$ cat src/rtl/tcp_port_demux.sv
// tcp_port_demux: steers one TCP packet at a time to a socket stream selected
// by its destination port. Unmatched packets are drained and counted.

// One table entry: hits only when enabled and the port matches exactly.
module tcp_port_match (
    input  logic [15:0] port,
    input  logic        enable,
    input  logic [15:0] dest,
    output logic        hit
);
    assign hit = enable && (port == dest);
endmodule

module tcp_port_demux #(
    parameter int N_SOCKETS = 4,
    parameter int SW        = (N_SOCKETS > 1) ? $clog2(N_SOCKETS) : 1
) (
    input  logic                    i_clk,
    input  logic                    i_rst,
    input  logic                    s_ip_hdr_valid,
    output logic                    s_ip_hdr_ready,
    input  logic [31:0]             s_ip_source_ip,
    input  logic [15:0]             s_ip_length,
    input  logic [15:0]             i_tcp_dest,
    input  logic                    i_tcp_dest_valid,
    input  logic [7:0]              s_payload_tdata,
    input  logic                    s_payload_tvalid,
    output logic                    s_payload_tready,
    input  logic                    s_payload_tlast,
    input  logic                    s_payload_tuser,
    input  logic [16*N_SOCKETS-1:0] i_port_table,
    input  logic [N_SOCKETS-1:0]    i_port_enable,
    output logic [7:0]              m_tdata,
    output logic                    m_tlast,
    output logic                    m_tuser,
    output logic [N_SOCKETS-1:0]    m_tvalid,
    input  logic [N_SOCKETS-1:0]    m_tready,
    output logic [31:0]             m_src_ip,
    output logic [15:0]             m_length,
    output logic [SW-1:0]           m_sock_idx,
    output logic [15:0]             o_drop_count,
    output logic                    o_busy
);
    typedef enum logic [1:0] {IDLE, WAIT_DEST, FORWARD, DROP} state_t;

    state_t               state, state_nxt;
    logic [N_SOCKETS-1:0] hit;
    logic                 match_any;
    logic [SW-1:0]        match_idx;
    logic [15:0]          drop_count;
    logic                 last_fire;

    genvar k;
    generate
        for (k = 0; k < N_SOCKETS; k++) begin : g_match
            tcp_port_match u_match (
                .port   (i_port_table[16*k +: 16]),
                .enable (i_port_enable[k]),
                .dest   (i_tcp_dest),
                .hit    (hit[k])
            );
        end
    endgenerate

    // Lowest matching index wins: scan downward so lower entries overwrite.
    always_comb begin
        match_any = 1'b0;
        match_idx = '0;
        for (int i = N_SOCKETS - 1; i >= 0; i--) begin
            if (hit[i]) begin
                match_any = 1'b1;
                match_idx = SW'(i);
            end
        end
    end

    // Payload is passed straight through; only the valids are steered.
    assign m_tdata      = s_payload_tdata;
    assign m_tlast      = s_payload_tlast;
    assign m_tuser      = s_payload_tuser;
    assign o_drop_count = drop_count;
    assign o_busy       = (state != IDLE);
    assign last_fire    = s_payload_tvalid && s_payload_tready && s_payload_tlast;

    // Next-state and handshake decode.
    always_comb begin
        state_nxt        = state;
        s_ip_hdr_ready   = 1'b0;
        s_payload_tready = 1'b0;
        m_tvalid         = '0;
        unique case (state)
            IDLE: begin
                s_ip_hdr_ready = 1'b1;
                if (s_ip_hdr_valid) state_nxt = WAIT_DEST;
            end
            WAIT_DEST: begin
                if (i_tcp_dest_valid) state_nxt = match_any ? FORWARD : DROP;
            end
            FORWARD: begin
                s_payload_tready     = m_tready[m_sock_idx];
                m_tvalid[m_sock_idx] = s_payload_tvalid;
                if (last_fire) state_nxt = IDLE;
            end
            DROP: begin
                s_payload_tready = 1'b1;
                if (last_fire) state_nxt = IDLE;
            end
            default: state_nxt = IDLE;
        endcase
    end

    // State, per-packet metadata and the saturating drop counter.
    always_ff @(posedge i_clk) begin
        if (i_rst) begin
            state      <= IDLE;
            m_src_ip   <= '0;
            m_length   <= '0;
            m_sock_idx <= '0;
            drop_count <= '0;
        end else begin
            state <= state_nxt;
            if (state == IDLE && s_ip_hdr_valid) begin
                m_src_ip <= s_ip_source_ip;
                m_length <= s_ip_length;
            end
            if (state == WAIT_DEST && i_tcp_dest_valid) begin
                if (match_any)
                    m_sock_idx <= match_idx;
                else if (drop_count != 16'hFFFF)
                    drop_count <= drop_count + 16'd1;
            end
        end
    end
endmodule

$ cat config.mk
export PLATFORM = sky130hd
export DESIGN_NAME = tcp_port_demux
export DESIGN_NICKNAME = d
export VERILOG_FILES = /design/src/rtl/tcp_port_demux.sv
export SDC_FILE = /design/constraint.sdc
export NUM_CORES = 1
export LEC_CHECK = 0
export ABC_AREA = 1
export BUFFER_PORTS_ARGS = -buffer_cell sky130_fd_sc_hd__buf_2
export CAP_MARGIN = 20
export CORE_MARGIN = 1
export CORE_UTILIZATION = 43
export CTS_BUF_LIST = sky130_fd_sc_hd__clkbuf_8
export DETAILED_ROUTE_END_ITERATION = 10
export PLACE_DENSITY = 0.8
export SYNTH_ARGS = -nofsm -noshare
export SYNTH_HDL_FRONTEND = slang
export SYNTH_SLANG_ARGS = --single-unit
export TNS_END_PERCENT = 100
$ cat constraint.sdc
create_clock -name i_clk -period 1.5 [get_ports i_clk]
set_input_delay 0.15 -clock i_clk [delete_from_list [all_inputs] [get_ports i_clk]]
set_output_delay 0.15 -clock i_clk [all_outputs]
set_load 0.05 [all_outputs]
; Yosys cells after proc, flatten, opt, wreduce, memory -nomap -nowiden
; Index checks and enable logic that the tools add are counted.
[op_classes]
eq_ne = 11
bitwise = 2
n_addsub = 1
reduce_logical = 15
mux = 20
order_cmp = 2
[op_table]
columns = cell, count
row1 = equality test 16 bit, 4
row2 = adder 16 x 1 -> 16 bit (second input constant), 1
row3 = inequality test 16 bit (second input constant), 1
row4 = two-way mux 2 bit, 7
row5 = logical AND 1 bit, 9
row6 = two-way mux 1 bit, 8
row7 = one-hot mux 2 bit (3 select lines), 1
row8 = AND reduction 3 bit, 2
row9 = bitwise AND 4 bit, 1
row10 = equality test 2 bit (second input constant), 2
row11 = two-way mux 4 bit, 1
row12 = inequality test 2 bit (second input constant), 2
row13 = < comparator 2 x 3 -> 1 bit (second input constant), 1
row14 = binary-select mux 1 bit (select 2 bit), 1
row15 = demux 1 bit (select 2 bit), 1
row16 = equality test 2 x 1 -> 1 bit (second input constant), 1
row17 = greater-or-equal comparator 2 x 1 -> 1 bit (second input constant), 1
row18 = zero test 2 bit, 1
row19 = inequality test 2 x 1 -> 1 bit (second input constant), 1
row20 = one-hot mux 1 bit (2 select lines), 1
row21 = AND reduction 2 bit, 1
row22 = nonzero test 2 bit, 1
row23 = OR reduction 2 bit, 1
row24 = NOT 1 bit, 1
[totals]
reg_bits = 68
wordCells = 56

; Logic depth before layout (Yosys ltp)
; Gate-level depths: netlist of run 1.
[depth]
depth_word = 9
depth_mapped = 14
depth_no_buf = 14

; Cells and area by module
; A second synthesis of run 1 with hierarchy kept.
[unflattened]
cells_unflattened = 675
hier_area_um2 = 4111.4
[modules_own_cells]
columns = mod, n_inst, cells_per_inst, seq_area_each_um2, area_each_um2
row1 = tcp_port_demux, 1, 423, 1361.3, 3010.4
row2 = tcp_port_match, 4, 63, 0.0, 275.3

; Least setup slack after synthesis of run 1
; OpenSTA, ideal clock, no wires.
[synth_timing]
kind = register to register
from = register state[0]
to = register m_length[15]
stages_incl_launch_ff = 9
t_arrival_ns = 2.383
t_required_ns = 1.384
path_buffers = 2
setup_slack_ns = -0.999
synth_period_minus_slack_ns = 2.499
cell_sequence = dfxtp_1 -> nor2_1 -> inv_1 -> nor2_1 -> inv_1 -> buf_2 -> clkbuf_1 -> nor2_1 -> nor2_1
[synth_between]
elab_chain_len = 2
[synth_rtl]
columns = element, line_no
row1 = "start, declared", 46  ; state_t state, state_nxt;
row2 = "start signal, assigned", 121  ; state <= state_nxt;
row3 = zero test 2 bit, 122  ; if (state == IDLE && s_ip_hdr_valid) begin
row4 = logical AND 1 bit, 122
row5 = "end signal, assigned", 124  ; m_length <= s_ip_length;
row6 = "end, declared", 39  ; output logic [15:0] m_length,
; No other way between the ends.
; A chain may end at the register's enable or synchronous reset.

; Worst setup path after layout of run 1
[layout_timing]
from = register drop_count[0] (netlist: o_drop_count[0])
to = register drop_count[1] (netlist: o_drop_count[1])
[layout_between]
elab_chain_len = 2
elab_cells_between_ends = 3
[layout_rtl]
columns = element, line_no
row1 = "start, declared", 50  ; logic [15:0] drop_count;
row2 = "start signal, assigned", 130  ; drop_count <= drop_count + 16'd1;
row3 = branches (longest 2 deep; another with adder 16 x 1 -> 16 bit), --
; Several ways; the timed one is not identified.

==> impl_results.rst, run 1 <==
.. list-table::
   :header-rows: 1

   * - Metric
     - Value
   * - Worst R2R Path Depth
     - 9
   * - Worst endpoint data arrival time
     - 1.75 ns
   * - Mapped cell area
     - 0.00470 sq mm
   * - Crit path max-delay family
     - simple AND/OR/NAND/NOR gates
   * - Synthesis-stage register bit count
     - 68
   * - Peak VDD IR
     - around 760 uV
   * - Number of distinct library cell variants in the gate-level netlist after synthesis
     - 31
   * - Final hold violation count
     - 0
   * - Standby leakage power
     - approximately 4.0 nW
   * - Transition time at the pin with the least slew margin
     - between 0.3 and 0.4 ns
   * - Terminus of the critical flop-to-flop path
     - o_drop_count[1]$_SDFFE_PP0P_
   * - Layout net count
     - about 1300
   * - Type of the worst min-delay path
     - input pin to register
   * - DRC violation count after routing
     - 0
   * - Avg Vias per Cell
     - between 4 and 5
   * - Top post-synthesis cells by area
     - sky130_fd_sc_hd__dfxtp_1 29%, sky130_fd_sc_hd__nand2_1 21%, sky130_fd_sc_hd__nor2_1 16%
   * - DPL Wire Length
     - between 10000 and 15000 um
   * - Violated checks
     - setup timing
   * - Worst clock skew
     - roughly 0.014 ns
   * - Warnings from Yosys
     - 0
   * - Final Worst Setup Slack
     - -0.00793 ns
   * - Kind of critical path
     - register to register
   * - Count of input and output buffers
     - ~220
   * - Sort of element at the end of the critical path
     - register
   * - Deepest clock path buffer count
     - 2
   * - Signed area change from the synthesized netlist to the final layout
     - 46.6%
   * - Kind of start point of the critical path
     - register
   * - Diodes inserted
     - 0
   * - Number of levels in the clock H-tree
     - 3
   * - Crit Reg-Reg Startpoint
     - o_drop_count[0]$_SDFFE_PP0P_
   * - Total clock buffers created by CTS
     - 9
   * - Number of max-slew violations in the final report
     - 0
   * - Smallest hold slack
     - about 0.023 ns
   * - Via count of the first global-routing pass
     - between 5000 and 6000
   * - Clock-pin slew on the worst setup and hold paths
     - ~0.080 ns
   * - Hold EP
     - m_src_ip[11]$_SDFFE_PP0P_
   * - Max stage delay on crit path
     - slightly below 0.4 ns
   * - Unrepaired setup endpoints after global routing
     - true
   * - Crit share post-route
     - 1.01
   * - Initial antenna violation count
     - 0
   * - Shortest clock period the worst path allows after layout
     - around 1.5 ns
   * - Vias after detailed routing
     - a little over 6000
   * - Compound-gate portion of the synthesized area
     - 0.0725
   * - Xor and xnor area share after synthesis
     - 0.0224
   * - Total Power
     - 6.17 mW
   * - First-pass GRT wire length
     - between 20000 and 30000 um
   * - Count of standard-cell rows
     - 37
   * - Total core area
     - between 0.01 and 0.015 sq mm
   * - Starting utilization of the core area
     - 0.449
   * - I/O pin count
     - around 230
   * - DR WL/cell
     - approximately 13 um
   * - Number of flops mapped to enable cells by yosys
     - 0
   * - Cell with the biggest individual delay on the critical path
     - sky130_fd_sc_hd__dfxtp_4
   * - Mean post-synth cell area
     - between 5 and 6 sq um
   * - Weighted congestion at the end of routability-driven global placement
     - 1.01
   * - Number of iterations in the first detailed-routing pass
     - 8
   * - Slew HR
     - 0.773
   * - Fraction of layout instances using a drive strength above 1
     - 0.328
   * - GRT Total Usage
     - 0.276
   * - Cell Area, Placed
     - around 0.0064 sq mm
   * - Detailed router's first-iteration violation count
     - between 400 and 500
   * - Total clock sinks
     - 68
   * - Number of violations of the max-capacitance limit
     - 0
   * - Nets in the synthesized netlist
     - ~1000
   * - Clock tree from TritonCTS
     - done
   * - Final Routed Wirelength
     - approximately 16000 um
   * - Total buffers and inverters traversed by the critical path
     - 2
   * - Clock latency on the worst-skew pair
     - 0.34 ns
   * - Final instance area
     - a little under 0.007 sq mm
   * - Launch point of the worst hold path
     - s_ip_source_ip[11]
   * - Share of Yosys cell area claimed by the top area cell type
     - 0.290
   * - Most common cell in the netlist
     - sky130_fd_sc_hd__nand2_1
   * - Arithmetic-cell share of the synthesized area counting full adders, half adders and majority gates
     - 0.00266
   * - Multiplexer area fraction after synthesis
     - 0
   * - CP cell instances
     - ha_4, nand2_4, nor2_4, nand4_1, buf_4, nand3_2, nand2_1, inv_1, nor2_1
   * - Simple-gate area share of the yosys netlist
     - 0.468
   * - Highest fanout seen on the critical path
     - 5
   * - Cell count after synthesis
     - 851
   * - Max Fclk
     - approximately 660 MHz
   * - Power per cell area
     - 897 mW/mm^2
   * - Post-DRT Antenna Nets
     - 0
   * - Setup slack of the worst register-to-register path
     - -0.008 ns
   * - Die X-Extent
     - between 100 and 150 um
   * - CP Data Required Time
     - roughly 1.7 ns
   * - Maximum number of pins on one net before global-route repair
     - between 60 and 70
   * - Die Area
     - between 0.01 and 0.015 sq mm
   * - Die height
     - around 110 um
   * - Dominant combinational cell family by area after synthesis
     - simple AND/OR/NAND/NOR gates
   * - Run status
     - finished with violations
   * - CTS Root Buffer Type
     - sky130_fd_sc_hd__clkbuf_8
   * - Fraction of synthesis flops using an asynchronous set or reset pin
     - 0
   * - Setup-violating endpoint count in the final report
     - 1
   * - Part of the Yosys area used for sequential elements
     - 0.290
   * - Post-Place Worst Slack
     - -0.193 ns
   * - Prevailing post-synth register cell
     - sky130_fd_sc_hd__dfxtp_1
   * - Total global routing overflow
     - 0
   * - Number of cells on the worst hold path
     - 3
   * - Area leader, netlist
     - sky130_fd_sc_hd__dfxtp_1
   * - Most common library cells after synthesis
     - 259 x sky130_fd_sc_hd__nand2_1, 194 x sky130_fd_sc_hd__nor2_1, 125 x sky130_fd_sc_hd__inv_1
   * - Filler cells
     - 979
==> area by class of cell <==
| class | count | area [sq um] | area share |
|---|---|---|---|
| multi-input cells | 618 | 2820 | 0.409 |
| repair buffers | 291 | 1730 | 0.252 |
| flip-flops and latches | 68 | 1400 | 0.204 |
| inverters | 129 | 490 | 0.0712 |
| well taps | 136 | 170 | 0.0247 |
| clock inverters | 7 | 146 | 0.0213 |
| clock buffers | 9 | 124 | 0.0180 |
==> worst register-to-register path: cells and delay by family (launching register included) <==
family | cells | cell delay [ns]
adders and majority gates | 1 | 0.16
DFF | 1 | 0.39
buffers and inverters | 2 | 0.27
and+or+nand+nor | 6 | 0.59
==> through the flow <==
stage | setup TNS, ns | utilization | instances
6_report | -0.00793 | 0.658 | 1258
5_1_grt | -1.47 | 0.658 | 1258
4_1_cts | -0.0273 | 0.646 | 1254
3_5_place_dp | -2.36 | 0.616 | 1238
3_3_place_gp | -1.98 | 0.616 | 1238
2_1_floorplan | -13.61 | - | 851
==> cells in the final DEF (no fill, tap or decap), types with 2 or more instances in the layout <==
cell type	count
sky130_fd_sc_hd__buf_4	71
sky130_fd_sc_hd__buf_2	210
sky130_fd_sc_hd__o211ai_1	3
sky130_fd_sc_hd__bufinv_16	4
sky130_fd_sc_hd__buf_12	4
sky130_fd_sc_hd__buf_6	6
sky130_fd_sc_hd__xnor2_1	11
sky130_fd_sc_hd__nand3_4	2
sky130_fd_sc_hd__nand3_1	37
sky130_fd_sc_hd__nand2_1	258
sky130_fd_sc_hd__inv_1	116
sky130_fd_sc_hd__inv_2	11
sky130_fd_sc_hd__nand3b_1	3
sky130_fd_sc_hd__nand4_1	26
sky130_fd_sc_hd__nor3_2	3
sky130_fd_sc_hd__nand2_2	2
sky130_fd_sc_hd__nand3_2	4
sky130_fd_sc_hd__nor3_4	4
sky130_fd_sc_hd__nor2_2	6
sky130_fd_sc_hd__nor2_4	5
sky130_fd_sc_hd__dfxtp_4	7
sky130_fd_sc_hd__o21ai_1	2
sky130_fd_sc_hd__dfxtp_2	13
sky130_fd_sc_hd__a21oi_1	4
sky130_fd_sc_hd__clkinv_4	2
sky130_fd_sc_hd__nor2_1	185
sky130_fd_sc_hd__o21ai_0	53
sky130_fd_sc_hd__clkbuf_8	9
sky130_fd_sc_hd__or2_0	2
sky130_fd_sc_hd__dfxtp_1	48
==> worst max-delay path by stage <==
stage,startpoint,endpoint,slack (ns),cells past startpoint
global route,o_drop_count[0]$_SDFFE_PP0P_,o_drop_count[9]$_SDFFE_PP0P_,-0.13,11
CTS,o_drop_count[5]$_SDFFE_PP0P_,o_drop_count[5]$_SDFFE_PP0P_,-0.01,11
detailed placement,i_tcp_dest[1],o_drop_count[15]$_SDFFE_PP0P_,-0.19,15
global placement,i_tcp_dest[3],o_drop_count[4]$_SDFFE_PP0P_,-0.15,15
floorplan,state[1]$_SDFFE_PP0P_,m_length[15]$_SDFFE_PP0P_,-0.33,8
finish,o_drop_count[0]$_SDFFE_PP0P_,o_drop_count[1]$_SDFFE_PP0P_,-0.008,9
==> where the power goes <==
part	leakage (nW)	internal (mW)	switching [mW]
clock network	0.134	1.28	0.748
registers	0.571	1.97	0.0958
logic	3.32	0.677	1.40
total	4.02	3.93	2.24
==> layer usage <==
metal	global-route usage	vias to the layer above	routed length [um]
met5	0	-	0
met3	0.0589	38	1310
met1	0.348	2672	6650
met2	0.462	242	7510
li1	-	3118	-
met4	0.0998	0	448
==> kinds of logic (layout without fill, tap and decap cells) <==
| logic type | Yosys count | in the layout |
|---|---|---|
| AND/OR/NAND/NOR | 540 | 540 |
| AO/OA/AOI/OAI | 65 | 65 |
| XOR/XNOR | 12 | 12 |
| buffers and inverters | 165 | 436 |
| flip-flops | 68 | 68 |
| adder cells (fa/ha/maj) | 1 | 1 |
==> flip-flops by register name, summed over array words and instances (netlist names) <==
signal / count
m_src_ip: 32
state: 2
o_drop_count: 16
m_length: 16
m_sock_idx: 2
==> repair_timing <==
| action | in CTS | in global routing |
|---|---|---|
| hold buffers | 0 | 0 |
| pin swaps | 0 | 11 |
| buffers inserted | 0 | 4 |
| gates resized for setup | 16 | 24 |
| endpoints found under the setup margin | 8 | 21 |
Note: power is estimated with default switching activity, not from simulation.
==> run 2: changes to the inputs <==
--- a/config.mk
+++ b/config.mk
@@ -12,6 +12,7 @@
 export CORE_UTILIZATION = 43
 export CTS_BUF_LIST = sky130_fd_sc_hd__clkbuf_8
 export DETAILED_ROUTE_END_ITERATION = 10
+export GPL_TIMING_DRIVEN = 0
 export PLACE_DENSITY = 0.8
 export SYNTH_ARGS = -nofsm -noshare
 export SYNTH_HDL_FRONTEND = slang
==> run 2 against run 1 <==
  * Clock skew is 0.0016 ns lower
  * Sequential cell count stayed put
  * Maximum frequency is 1.0% lower
  * The flow still finishes with violations (setup timing)
  * Cell count is 1.9% lower
  * Highest routed layer unchanged
  * Combinational power hardly changed
  * Register-to-register slack worse by 0.02 ns
  * Largest power group is now sequential cells
  * Critical path type unchanged
  * Final area is 4.0% lower
  * Worst setup slack worse by 0.015 ns
==> impl_results.rst, run 2 (synthesized netlist as in run 1, its figures left out) <==
.. list-table::
   :header-rows: 1

   * - Metric
     - Value
   * - Run status
     - finished with violations
   * - Violated checks
     - setup timing
   * - Most common cell after layout, fill and taps aside
     - sky130_fd_sc_hd__nand2_1
   * - Kind of start point of the critical path
     - register
   * - Number of iterations in the first detailed-routing pass
     - 5
   * - Worst endpoint data arrival time
     - between 1.5 and 2 ns
   * - Slew HR
     - 0.645
   * - Clock-pin slew on the worst setup and hold paths
     - around 0.080 ns
   * - Placed insts
     - 1208
   * - Signed area change from the synthesized netlist to the final layout
     - 40.7%
   * - Count of input and output buffers
     - approximately 220
   * - Die X-Extent
     - 107 um
   * - Die height
     - 107 um
   * - GRT Total Usage
     - 0.278
   * - Count of standard-cell rows
     - 37
   * - Setup-violating endpoint count in the final report
     - 4
   * - Kind of critical path
     - register to register
   * - Fraction of layout instances using a drive strength above 1
     - 0.311
   * - Setup TNS
     - -0.0275 ns
   * - Internal Power
     - roughly 3.6 mW
   * - Clock latency on the worst-skew pair
     - roughly 0.36 ns
   * - Unrepaired setup endpoints after global routing
     - true
   * - Number of standard cells in the final layout excluding fillers
     - 1234
   * - Worst clock skew
     - ~0.012 ns
   * - Vias after detailed routing
     - 5979
   * - CP Data Required Time
     - about 1.8 ns
   * - Seq pwr share
     - 0.351
   * - Final Worst Setup Slack
     - -0.0233 ns
   * - Transition time at the pin with the least slew margin
     - between 0.5 and 0.6 ns
   * - Clock tree from TritonCTS
     - done
   * - Post-DRT Antenna Nets
     - 0
   * - Maximum number of pins on one net before global-route repair
     - 14
   * - Switching part of the total
     - 0.391
   * - First-pass GRT wire length
     - ~25000 um
   * - DR WL/cell
     - 13.0 um
   * - Sort of element at the end of the critical path
     - register
   * - Setup slack of the worst register-to-register path
     - -0.02 ns
   * - Total global routing overflow
     - 0
   * - Layout net count
     - 1245
   * - Total clock sinks
     - 68
   * - Register name with the most flops
     - m_src_ip
   * - Power per cell area
     - roughly 890 mW/mm^2
   * - Post-Place Worst Slack
     - -0.299 ns
   * - I/O pin count
     - approximately 230
   * - Type of the worst min-delay path
     - input pin to register
   * - Avg Vias per Cell
     - between 4 and 5
   * - DPL Wire Length
     - approximately 13000 um
   * - Peak VDD IR
     - between 900 and 1000 uV
   * - Die Area
     - 0.0113 sq mm
   * - Final design utilization
     - 0.632
   * - Number of violations of the max-capacitance limit
     - 0
   * - Deepest clock path buffer count
     - 2
   * - Amount of wire on met3 after detailed routing
     - 1210 um
   * - Net load switching power
     - ~2.3 mW
   * - Initial antenna violation count
     - 0
   * - Flip-flop count of the largest register after layout
     - 32
   * - Final Routed Wirelength
     - about 16000 um
   * - Area used by sequential logic in the layout
     - 0.00141 sq mm
   * - Filler cells
     - about 1100
   * - Number of max-slew violations in the final report
     - 0
   * - Crit share post-route
     - 1.02
   * - DRC violation count after routing
     - 0
   * - Shortest clock period the worst path allows after layout
     - 1.52 ns
   * - Standby leakage power
     - 3.85 nW
   * - Starting utilization of the core area
     - 0.449
   * - Clock power share
     - 0.299
   * - Via count of the first global-routing pass
     - roughly 5400
   * - Weighted congestion at the end of routability-driven global placement
     - just under 1
   * - Final hold violation count
     - 0
   * - Max Fclk
     - between 600 and 700 MHz
   * - Number of levels in the clock H-tree
     - 3
   * - Multi-input gate area
     - 0.00283 sq mm
   * - Total met2 wirelength after detailed routing
     - 7610 um
   * - Logic pwr share
     - 0.350
   * - Top library cells by usage in the layout, fill and taps aside
     - 257 x sky130_fd_sc_hd__nand2_1, 218 x sky130_fd_sc_hd__buf_2, 182 x sky130_fd_sc_hd__nor2_1
   * - Highest Signal Layer
     - met4
   * - Highest fanout seen on the critical path
     - 5
   * - CTS Root Buffer Type
     - sky130_fd_sc_hd__clkbuf_8
   * - Met1 routed wirelength after detailed routing
     - roughly 6900 um
   * - Detailed router's first-iteration violation count
     - between 300 and 400
   * - Total core area
     - between 0.01 and 0.015 sq mm
   * - Diodes inserted
     - 0
   * - Total clock buffers created by CTS
     - 9
[run 2: changes by cell type in the layout (fill, tap and decap cells not counted), sizes merged]
cell / previous run / this run
buf: 291 / 246
bufinv: 4 / 2
clkbuf: 9 / 29
clkinv: 2 / 3
dlygate4sd3: 0 / 2
[run 2: path summary, 6_finish.rpt]
kind | startpoint | to | depth (start not counted)
worst max register to register | o_drop_count[0]$_SDFFE_PP0P_ | o_drop_count[0]$_SDFFE_PP0P_ | 9
worst min register to register | m_src_ip[27]$_SDFFE_PP0P_ | m_src_ip[27]$_SDFFE_PP0P_ | 2
worst min-delay path | s_ip_length[11] | m_length[11]$_SDFFE_PP0P_ | 3
worst max-delay path | o_drop_count[0]$_SDFFE_PP0P_ | o_drop_count[0]$_SDFFE_PP0P_ | 9
[run 2: critical path, cell delays in order (launching register included)]
cell and delay, ns:
sky130_fd_sc_hd__dfxtp_4 0.39, sky130_fd_sc_hd__ha_4 0.16, sky130_fd_sc_hd__nand2_4 0.06, sky130_fd_sc_hd__nor2_4 0.12, sky130_fd_sc_hd__nand4_1 0.19, sky130_fd_sc_hd__buf_4 0.21
sky130_fd_sc_hd__nand3_1 0.13, sky130_fd_sc_hd__nand2_1 0.07, sky130_fd_sc_hd__inv_1 0.06, sky130_fd_sc_hd__nor2_1 0.04
[run 2: what timing repair did]
| item | 4_1_cts | 5_1_grt |
|---|---|---|
| setup endpoints to repair | 22 | 59 |
| pin swaps | 4 | 22 |
| endpoints found under the hold margin | 2 | 0 |
| setup buffers | 2 | 6 |
| gates resized for setup | 22 | 39 |
| hold buffers | 2 | 0 |
[run 2: area by class of cell]
type	instances	area share
sequential	68	0.213
timing repair buffer	231	0.183
clock inverter	6	0.0144
tap	136	0.0258
inverter	129	0.0746
clock buffer	10	0.0208
buffer	36	0.0401
multi-input combinational	618	0.428
[run 2: layer usage]
metal / GRT usage / vias to the layer above
li1: - / 3081
met2: 0.462 / 221
met5: 0 / -
met3: 0.0570 / 27
met1: 0.359 / 2650
met4: 0.0910 / 0
[run 2: power by group through the flow]
| stage | combinational [mW] | clock (mW) | sequential [mW] |
|---|---|---|---|
| floorplan | 0.840 | 0 | 2.65 |
| global placement | 1.98 | 0 | 2.09 |
| detailed placement | 2.00 | 0 | 2.09 |
| CTS | 2.02 | 1.78 | 2.06 |
| global route | 2.23 | 1.86 | 2.08 |
| finish | 2.06 | 1.75 | 2.06 |
[run 2: stage by stage]
stage	hold WS (ns)	power (mW)	area, sq um
4_1_cts	0.000480	5.86	6460
3_5_place_dp	0.368	4.09	6130
6_report	0.00740	5.88	6610
2_1_floorplan	0.212	3.49	4850
3_3_place_gp	0.371	4.07	6130
5_1_grt	0.000608	6.17	6610
==> run 3: changes to the inputs <==
--- a/config.mk
+++ b/config.mk
@@ -6,14 +6,14 @@
 export NUM_CORES = 1
 export LEC_CHECK = 0
 export ABC_AREA = 1
-export BUFFER_PORTS_ARGS = -buffer_cell sky130_fd_sc_hd__buf_2
 export CAP_MARGIN = 20
 export CORE_MARGIN = 1
-export CORE_UTILIZATION = 43
+export CORE_UTILIZATION = 55
 export CTS_BUF_LIST = sky130_fd_sc_hd__clkbuf_8
 export DETAILED_ROUTE_END_ITERATION = 10
+export DONT_BUFFER_PORTS = 1
 export GPL_TIMING_DRIVEN = 0
-export PLACE_DENSITY = 0.8
+export PLACE_DENSITY = 0.74
 export SYNTH_ARGS = -nofsm -noshare
 export SYNTH_HDL_FRONTEND = slang
 export SYNTH_SLANG_ARGS = --single-unit
==> run 3 against run 2 <==
  * The run still ends with setup timing left
  * Clock power fell by 6%
  * Sequential share of layout area rose by 2.0 points
  * Sequential power rose by 29%
  * Highest routed layer unchanged
  * Critical path depth fell by 1
  * Die area fell by 21%
  * Global-route usage rose by 11 points
  * Clock skew rose by 0.00095 ns
  * Wire length rose by 15%
  * Largest power group unchanged
  * Via count fell by 2.3%
  * Hold slack got worse by 0.0052 ns
  * Register-to-register slack got worse by 0.64 ns
==> impl_results.rst, run 3 (synthesized netlist as in run 1, its figures left out) <==
.. list-table::
   :header-rows: 1

   * - Metric
     - Value
   * - Type of the worst min-delay path
     - input pin to register
   * - Max Fclk
     - 462 MHz
   * - Unrepaired setup endpoints after global routing
     - true
   * - Layout net count
     - between 1000 and 1500
   * - Clock tree from TritonCTS
     - done
   * - Critical path depth
     - 8
   * - Count of standard-cell rows
     - 33
   * - Total Power
     - around 5.7 mW
   * - Number of max-slew violations in the final report
     - 0
   * - Sort of element at the end of the critical path
     - register
   * - Initial antenna violation count
     - 0
   * - Fraction of layout instances using a drive strength above 1
     - 0.173
   * - Internal Power
     - 3.28 mW
   * - Worst clock skew
     - roughly 0.013 ns
   * - Shortest clock period the worst path allows after layout
     - 2.17 ns
   * - Register name with the most flops
     - m_src_ip
   * - Die Area
     - around 0.009 sq mm
   * - Violated checks
     - setup timing
   * - Avg Vias per Cell
     - approximately 5.7
   * - I/O pin count
     - approximately 230
   * - Clock-pin slew on the worst setup and hold paths
     - about 0.09 ns
   * - Transition time at the pin with the least slew margin
     - approximately 0.6 ns
   * - Seq pwr share
     - 0.467
   * - Post-Place Worst Slack
     - -0.579 ns
   * - CP Data Required Time
     - about 1.7 ns
   * - Starting utilization of the core area
     - 0.569
   * - Number of cells on the worst hold path
     - 2
   * - Final design utilization
     - 0.744
   * - Flip-flop count of the largest register after layout
     - 32
   * - Kind of critical path
     - register to register
   * - Number of levels in the clock H-tree
     - 3
   * - Filler cells
     - just over 600
   * - Most common cell after layout, fill and taps aside
     - sky130_fd_sc_hd__nand2_1
   * - Top library cells by usage in the layout, fill and taps aside
     - 253 x sky130_fd_sc_hd__nand2_1, 156 x sky130_fd_sc_hd__nor2_1, 117 x sky130_fd_sc_hd__inv_1
   * - Logic pwr share
     - 0.244
   * - Die height
     - between 90 and 100 um
   * - Crit path max-delay family
     - simple AND/OR/NAND/NOR gates
   * - Power per cell area
     - a little over 900 mW/mm^2
   * - Number of iterations in the first detailed-routing pass
     - 6
   * - Number of violations of the max-capacitance limit
     - 0
   * - Run status
     - finished with violations
   * - Total clock sinks
     - 68
   * - Die X-Extent
     - 94.4 um
   * - Total clock buffers created by CTS
     - 9
   * - Count of input and output buffers
     - 0
   * - Cell Area, Placed
     - roughly 0.005 sq mm
   * - Maximum number of pins on one net before global-route repair
     - 15
   * - GRT Total Usage
     - 0.385
   * - CTS Root Buffer Type
     - sky130_fd_sc_hd__clkbuf_8
   * - Via count of the first global-routing pass
     - roughly 5600
   * - Standby leakage power
     - 3.13 nW
   * - Weighted congestion at the end of routability-driven global placement
     - 0.934
   * - Peak VDD IR
     - 785 uV
   * - Setup-violating endpoint count in the final report
     - 70
   * - Kind of start point of the critical path
     - register
   * - Clock latency on the worst-skew pair
     - approximately 0.36 ns
   * - Setup slack of the worst register-to-register path
     - -0.67 ns
   * - Total core area
     - 0.00826 sq mm
   * - DPL Wire Length
     - ~12000 um
   * - Total buffers and inverters traversed by the critical path
     - 4
   * - CP cell instances
     - nor2_4, clkinvlp_4, nor2_4, inv_2, buf_8, buf_4, nor2_1, nor2_1
   * - Diodes inserted
     - 0
   * - Final hold violation count
     - 0
   * - Final instance area
     - between 0.006 and 0.007 sq mm
   * - Final Worst Setup Slack
     - -0.665 ns
   * - Detailed router's first-iteration violation count
     - 415
   * - Switching part of the total
     - 0.423
   * - Cell with the biggest individual delay on the critical path
     - sky130_fd_sc_hd__clkinvlp_4
   * - Slew HR
     - 0.600
   * - Total global routing overflow
     - 0
   * - DRC violation count after routing
     - 0
   * - Crit share post-route
     - 1.44
   * - DR WL/cell
     - 17.9 um
   * - Signed area change from the synthesized netlist to the final layout
     - 30.8%
   * - Vias after detailed routing
     - approximately 5800
   * - Max stage delay on crit path
     - about 0.45 ns
   * - Worst endpoint data arrival time
     - 2.41 ns
   * - Deepest clock path buffer count
     - 2
   * - Final Routed Wirelength
     - approximately 18000 um
   * - Area used by sequential logic in the layout
     - 0.00143 sq mm
   * - Multi-input gate area
     - between 0.002 and 0.003 sq mm
   * - Clock power share
     - 0.288
   * - Post-DRT Antenna Nets
     - 0
   * - Net load switching power
     - roughly 2.4 mW
   * - Highest fanout seen on the critical path
     - 9
   * - First-pass GRT wire length
     - about 26000 um
   * - Worst R2R Path Depth
     - 8
## run 3: changes by cell type in the layout (fill, tap and decap cells not counted), sizes merged
cell | before | now
clkbuf | 29 | 23
clkinvlp | 1 | 3
dlygate4sd3 | 2 | 49
bufinv | 2 | 1
inv | 129 | 132
buf | 246 | 35
clkinv | 3 | 0
## run 3: repair_timing
action | 4_1_cts | 5_1_grt
setup buffers | 11 | 1
gates resized for setup | 69 | 53
pin swaps | 29 | 19
hold buffers | 48 | 1
endpoints found under the setup margin | 72 | 73
gates cloned | 0 | 1
hold endpoints to repair | 51 | 1
## run 3: final timing paths
| path | to | start |
|---|---|---|
| hold reg to reg | state[0]$_SDFFE_PP0P_ | state[0]$_SDFFE_PP0P_ |
| hold / removal | state[1]$_SDFFE_PP0P_ | i_tcp_dest_valid |
| setup reg to reg | m_src_ip[24]$_SDFFE_PP0P_ | state[0]$_SDFFE_PP0P_ |
| setup / recovery | m_src_ip[24]$_SDFFE_PP0P_ | state[0]$_SDFFE_PP0P_ |
## run 3: stage by stage
stage | cells | hold slack (ns) | setup TNS (ns)
floorplan | 851 | 0.212 | -13.61
detailed placement | 956 | 0.221 | -27.47
finish | 1034 | 0.00216 | -29.64
global route | 1034 | 0.0193 | -34.35
global placement | 956 | 0.215 | -25.44
CTS | 1031 | -0.0671 | -24.75
## run 3: layer usage
layer	GRT usage	vias up	wire length, um
met2	0.673	384	8770
met4	0.182	0	930
met1	0.426	2614	6640
met3	0.117	103	2140
li1	-	2742	-
met5	0	-	0
## run 3: final cells by class
cell class              instances  share of cell area
repair buffers                 62              0.0976
flip-flops and latches         68               0.233
multi-input cells             618               0.485
plain buffers                  36              0.0495
inverters                     129              0.0801
well taps                     105              0.0214
clock inverters                 7              0.0132
clock buffers                   9              0.0202
## run 3: power by group through the flow
stage / sequential (mW) / combinational [mW] / clock (mW)
final: 2.66 / 1.39 / 1.64
after global routing: 2.67 / 1.51 / 1.71
after CTS: 2.64 / 1.24 / 1.62
after detailed placement: 2.69 / 1.02 / 0
after global placement: 2.69 / 0.992 / 0
after floorplan: 2.65 / 0.840 / 0
